--- src/rtl/mem_stage_pkg.sv ---
// -----------------------------------------------------------------------------
// mem_stage_pkg
//   Shared definitions for the memory-stage controller:
//     - mem_state_t : FSM state encoding (IDLE=0, REQ=1, WAIT=2, RESP=3)
//     - ADDR_W_DEF, DATA_W_DEF, TMO_CYC_DEF : default widths and timeout length
//     - tmo_cnt_w() : width of a counter that must hold 0..TMO_CYC
// -----------------------------------------------------------------------------
package mem_stage_pkg;

  typedef enum logic [1:0] {
    ST_IDLE = 2'd0,
    ST_REQ  = 2'd1,
    ST_WAIT = 2'd2,
    ST_RESP = 2'd3
  } mem_state_t;

  localparam int ADDR_W_DEF  = 16;
  localparam int DATA_W_DEF  = 16;
  localparam int TMO_CYC_DEF = 15;

  function automatic int tmo_cnt_w(input int tmo_cyc);
    return $clog2(tmo_cyc + 1);
  endfunction

endpackage

--- src/rtl/mem_stage_ctrl_tmo_ctr.sv ---
// -----------------------------------------------------------------------------
// mem_tmo_ctr
//   Saturating up-counter used to time out a memory access that never
//   completes. Counts 0..MAX and then holds at MAX.
// Ports
//   clk   in  clock
//   rst   in  asynchronous active-high reset, clears the count
//   clr   in  synchronous clear (priority over en)
//   en    in  count enable
//   last  out high while the count is one below MAX (or at MAX): the next
//             enabled cycle reaches the terminal count
// -----------------------------------------------------------------------------
module mem_tmo_ctr
  import mem_stage_pkg::*;
#(
  parameter int MAX   = TMO_CYC_DEF,
  parameter int CNT_W = tmo_cnt_w(MAX)
) (
  input  logic clk,
  input  logic rst,
  input  logic clr,
  input  logic en,
  output logic last
);

  localparam logic [CNT_W-1:0] MAX_V  = CNT_W'(MAX);
  localparam logic [CNT_W-1:0] LAST_V = CNT_W'(MAX - 1);

  logic [CNT_W-1:0] cnt;

  // Increment that sticks at MAX so a long stall can never wrap back to 0.
  function automatic logic [CNT_W-1:0] sat_inc(input logic [CNT_W-1:0] v);
    return (v == MAX_V) ? v : v + CNT_W'(1);
  endfunction

  always_ff @(posedge clk or posedge rst) begin
    if (rst) begin
      cnt <= '0;
    end else if (clr) begin
      cnt <= '0;
    end else if (en) begin
      cnt <= sat_inc(cnt);
    end
  end

  assign last = (cnt >= LAST_V);

endmodule

--- src/rtl/mem_stage_ctrl.sv ---
// -----------------------------------------------------------------------------
// mem_stage_ctrl
//   Memory stage between execute and writeback. Accepts one instruction at a
//   time from execute, runs a multi-cycle data-memory access for loads and
//   stores (stall/done handshake), stalls execute while busy, and hands the
//   load data or the pass-through ALU result to writeback with a 1-cycle strobe.
//
// Configuration
//   ALIGN_CHECK_EN (define) : a load/store with ex_addr[0]=1 is rejected
//                             (err set, wb strobe with data 0, no access).
//                             Undefined: address bit 0 is not inspected.
//
// Ports
//   clk, rst                 clock; asynchronous active-high reset
//   ex_valid/ex_memread/ex_memwrite/ex_addr/ex_wdata   instruction from execute
//   ex_ready                 high when an instruction can be accepted
//   mem_req/mem_wr/mem_addr/mem_wdata                  request to data memory
//   mem_stall/mem_done/mem_rdata                       response from data memory
//   wb_valid/wb_data         result strobe to writeback
//   err                      sticky error (illegal op, timeout, misalignment)
// -----------------------------------------------------------------------------
module mem_stage_ctrl
  import mem_stage_pkg::*;
#(
  parameter int ADDR_W  = ADDR_W_DEF,
  parameter int DATA_W  = DATA_W_DEF,
  parameter int TMO_CYC = TMO_CYC_DEF
) (
  input  logic              clk,
  input  logic              rst,
  input  logic              ex_valid,
  input  logic              ex_memread,
  input  logic              ex_memwrite,
  input  logic [ADDR_W-1:0] ex_addr,
  input  logic [DATA_W-1:0] ex_wdata,
  output logic              ex_ready,
  output logic              mem_req,
  output logic              mem_wr,
  output logic [ADDR_W-1:0] mem_addr,
  output logic [DATA_W-1:0] mem_wdata,
  input  logic              mem_stall,
  input  logic              mem_done,
  input  logic [DATA_W-1:0] mem_rdata,
  output logic              wb_valid,
  output logic [DATA_W-1:0] wb_data,
  output logic              err
);

  mem_state_t state;

  logic accept;
  logic is_mem;
  logic illegal_op;
  logic misaligned;
  logic tmo_clr;
  logic tmo_en;
  logic tmo_last;

  assign ex_ready = (state == ST_IDLE) && !err;
  assign accept   = ex_valid && ex_ready;

  // The request is only presented while memory is not stalling, so the
  // cycle that shows mem_req is exactly the cycle the request is taken.
  assign mem_req  = (state == ST_REQ) && !mem_stall;

  assign is_mem     = ex_memread || ex_memwrite;
  assign illegal_op = ex_memread && ex_memwrite;

`ifdef ALIGN_CHECK_EN
  assign misaligned = ex_addr[0];
`else
  assign misaligned = 1'b0;
`endif

  // Timeout counter restarts on the REQ->WAIT transition and runs in WAIT.
  assign tmo_clr = mem_req;
  assign tmo_en  = (state == ST_WAIT);

  mem_tmo_ctr #(
    .MAX (TMO_CYC)
  ) u_tmo_ctr (
    .clk  (clk),
    .rst  (rst),
    .clr  (tmo_clr),
    .en   (tmo_en),
    .last (tmo_last)
  );

  always_ff @(posedge clk or posedge rst) begin
    if (rst) begin
      state     <= ST_IDLE;
      mem_wr    <= 1'b0;
      mem_addr  <= '0;
      mem_wdata <= '0;
      wb_valid  <= 1'b0;
      wb_data   <= '0;
      err       <= 1'b0;
    end else begin
      wb_valid <= 1'b0;
      case (state)
        // ---- accept stage: decode and capture ----
        ST_IDLE: begin
          if (accept) begin
            if (!is_mem) begin
              wb_valid <= 1'b1;
              wb_data  <= DATA_W'(ex_addr);
            end else if (illegal_op || misaligned) begin
              err      <= 1'b1;
              wb_valid <= 1'b1;
              wb_data  <= '0;
            end else begin
              mem_wr    <= ex_memwrite;
              mem_addr  <= ex_addr;
              mem_wdata <= ex_wdata;
              state     <= ST_REQ;
            end
          end
        end
        // ---- request stage: wait out memory stall ----
        ST_REQ: begin
          if (!mem_stall) begin
            state <= ST_WAIT;
          end
        end
        // ---- wait stage: done wins over a coincident timeout ----
        ST_WAIT: begin
          if (mem_done) begin
            wb_data  <= mem_wr ? '0 : mem_rdata;
            wb_valid <= 1'b1;
            state    <= ST_RESP;
          end else if (tmo_last) begin
            err      <= 1'b1;
            wb_data  <= '0;
            wb_valid <= 1'b1;
            state    <= ST_RESP;
          end
        end
        // ---- response stage: wb strobe is high during this cycle ----
        ST_RESP: begin
          state <= ST_IDLE;
        end
        default: begin
          state <= ST_IDLE;
        end
      endcase
    end
  end

endmodule

--- config.mk ---
export PLATFORM = sky130hd
export DESIGN_NAME = mem_stage_ctrl
export DESIGN_NICKNAME = d
export VERILOG_FILES = /design/src/rtl/mem_stage_pkg.sv /design/src/rtl/mem_stage_ctrl_tmo_ctr.sv /design/src/rtl/mem_stage_ctrl.sv
export SDC_FILE = /design/constraint.sdc
export NUM_CORES = 1
export LEC_CHECK = 0
export CAP_MARGIN = 10
export CORE_UTILIZATION = 46
export DETAILED_ROUTE_END_ITERATION = 6
export PLACE_DENSITY = 0.85
export SLEW_MARGIN = 20
export SYNTH_ARGS = -nofsm -noshare
export SYNTH_HDL_FRONTEND = slang
export SYNTH_SLANG_ARGS = --single-unit
--- constraint.sdc ---
create_clock -name clk -period 5.9 [get_ports clk]
set_input_delay 0.885 -clock clk [delete_from_list [all_inputs] [get_ports clk]]
set_output_delay 0.885 -clock clk [all_outputs]
set_load 0.05 [all_outputs]
==> impl_metrics.yaml <==
run_status:
  status: "complete, no violations"
synthesis:
  syn_inst: 204
  ys_seq_area_frac: 0.548
  synth_warnings: 0
  synth.net_count: 267
  synth_cell_type_count: 30
  synth_area_per_cell_um2: 12.8
  yosys.area.top_type: "dfrtp_1"
  synth_top_area_share: 0.548
  yosys-top-cells-area: "dfrtp_1, mux2_4, a22oi_1"
  synth-main-ff-cell: "dfrtp_1"
  async_reset_ff_frac: 1.00
  synth_edf_count: 0
  synthesis.area_um2: 2600
  yosys_register_bits: 57
pwr:
  seqPwrFrac: 0.371
  leakage_nw: 1.84
  power.switching_uw: 442
  p_int_uw: 818
  power_density_nw_per_um2: 321
  total_power_mw: 1.26
  switching_share: 0.351
  ir_drop_uv: 201
  p_clk_frac: 0.287
  comb_power_share: 0.343
cells_and_area:
  nets: 377
  mostFrequentLayoutCell: "clkdlybuf4s50_1"
  fillers: 410
  layout-drive-gt1-share: 0.173
  final_cell_mix: "clkdlybuf4s50_1, dfrtp_1, mux2_4"
  n_antenna_cell: 0
  syn_to_final_growth_pct: 51.0
routing:
  dr.max_layer_used: "met4"
  via_per_inst: 4.98
  wl_per_cell_um: 15.0
  wl_met2_mm: 2.87
  postRouteAntennaNets: 0
  wl_mm: 5.85
  drc: 0
  dr.pass1.iters: 4
  wl_met1_mm: 2.60
  vias: 1942
  drt-initial-drc-count: 64
  wl_met3_um: 310
global_routing:
  grt-ovfl-total: 0
  antenna_found_initial: 0
  grt_use_total: 0.215
  grt_max_degree: 58
  grt_pass1_vias: 1992
  grt_pass1_wl_mm: 9.74
timing:
  fin_crit_ns: 3.33
  grt_setup_unrepaired: "false"
  fmax_ghz: 0.300
  tns_ns: 0
  slew_viol_final: 0
  hold_violations: 0
  worst_pin_slew_ns: 0.714
  finalSetupViolCount: 0
  skew_ns: 0.00698
  relSlewSlack: 0.523
  finalCritPeriodShare: 0.565
worst_setup_path:
  rrSetupSlack_ns: 3.52
  rr_worst_depth: 6
  required_ns: 5.02
  regToRegStartpoint: "state[0]"
  cp.arrival_ns: 2.45
  rr_endpoint: "mem_addr[7]"
  max_stage_delay_ns: 0.87
  slowest_stage: "clkdlybuf4s50_1"
  critPathBufInv: 2
  startpoint_type: "input pin"
  path_max_fanout: 5
  crit_chain: "clkdlybuf4s50_1, nor2b_1, clkdlybuf4s50_1"
  cp-end-kind: "primary output"
  critPathTopFamily: "buffers and inverters"
  path_class: "input pin to primary output"
  crit_top_cell: "clkdlybuf4s50_1"
die:
  die_area_um2: 5960
  core_um2: 5470
  rows: 27
  initial_utilization: 0.476
  io_pins: 108
  die_w_um: 77.2
  die_h_um: 77.2
clocking:
  cts_tree: "built"
  clock_latency_ns: 0.33
  post_cts_buffers: 0
  clk_pin_slew_ns: 0.06
  htree_levels: 3
  hold_buffers: 0
  root_buffer: "clkbuf_8"
  post_cts_resized: 0
  clock_sinks: 57
  clock_path_buffers: 2
  cts_inserted_buffers: 9
min_path:
  worstHoldPathCells: 2
  min_to: "wb_data[12]"
  hold_class: "flip-flop to flip-flop"
  min-delay-start: "wb_data[12]"
placement:
  io_buffers: 107
  gp_congestion: 0.755
  place_hpwl_mm: 4.13
run:
  cap_violations: 0
-- cell usage after synthesis (all sizes together) (2+ instances only) --
master  number
inv          6
a21o         2
dfrtp       57
buf          7
nand2b       2
nand2       22
nand3        4
nor2b        4
a21oi        2
nor2         6
clkbuf       4
a22oi       16
xor2         2
ha           8
o21ai       18
mux2        33
-- state kept, by name, summed over array words and instances (netlist names) --
register / cells
mem_wdata: 16
state: 2
wb_valid: 1
err: 1
u_tmo_ctr.cnt: 4
wb_data: 16
mem_addr: 16
mem_wr: 1
-- metal layers --
metal  up-vias  global-route usage
met5         -                   0
met4         0              0.0830
met3         9              0.0655
met2        64               0.344
met1       933               0.273
li1        936                   -
-- per-stage QoR --
step | cell area (um^2) | util | hold slack, ns | std cells | setup WS (ns)
4_1_cts | 3920 | 0.716 | 0.483 | 390 | 2.56
6_report | 3930 | 0.718 | 0.478 | 390 | 2.57
3_5_place_dp | 3720 | 0.680 | 0.470 | 375 | 2.56
2_1_floorplan | 2600 | - | 0.506 | 204 | 3.31
5_1_grt | 3930 | 0.718 | 0.503 | 390 | 2.47
3_3_place_gp | 3720 | 0.679 | 0.462 | 375 | 2.58
-- power groups by stage --
stage | Sequential (mW) | Clock [mW] | Combinational [mW]
CTS | 0.467 | 0.370 | 0.432
floorplan | 0.570 | 0 | 0.188
global placement | 0.471 | 0 | 0.421
detailed placement | 0.474 | 0 | 0.431
global route | 0.472 | 0.387 | 0.473
finish | 0.467 | 0.361 | 0.432
-- how the worst max path moves through the flow --
stage	startpoint	endpoint	slack, ns	cells after the start
finish	mem_stall	mem_req	2.57	3
CTS	mem_stall	mem_req	2.56	3
detailed placement	mem_stall	mem_req	2.56	3
global route	mem_stall	mem_req	2.47	3
global placement	mem_stall	mem_req	2.58	3
floorplan	mem_stall	mem_req	3.31	1
-- layout make-up --
class                   count  area (um^2)  area share
flip-flops and latches     57         1430       0.363
multi-input cells         130         1100       0.280
repair buffers            110         1090       0.278
clock buffers              12          155      0.0395
well taps                  72         90.1      0.0229
clock inverters             3         40.0      0.0102
inverters                   6         22.5     0.00573
-- worst reg2reg max path, cell delays in order, from the launching register on --
cell,delay (ns)
dfrtp_1,0.38
inv_1,0.12
ha_1,0.26
and2b_1,0.17
or3b_2,0.64
buf_4,0.35
mux2_4,0.35
-- kinds of logic after synthesis --
logic type      after synthesis  share of synthesized area
flops                        57                      0.548
mux                          33                      0.183
buf+inv                      17                     0.0370
simple gates                 44                     0.0803
xor+xnor                      3                     0.0101
compound gates               42                      0.103
fa+ha+maj                     8                     0.0385
(Power assumes the default switching activity.)
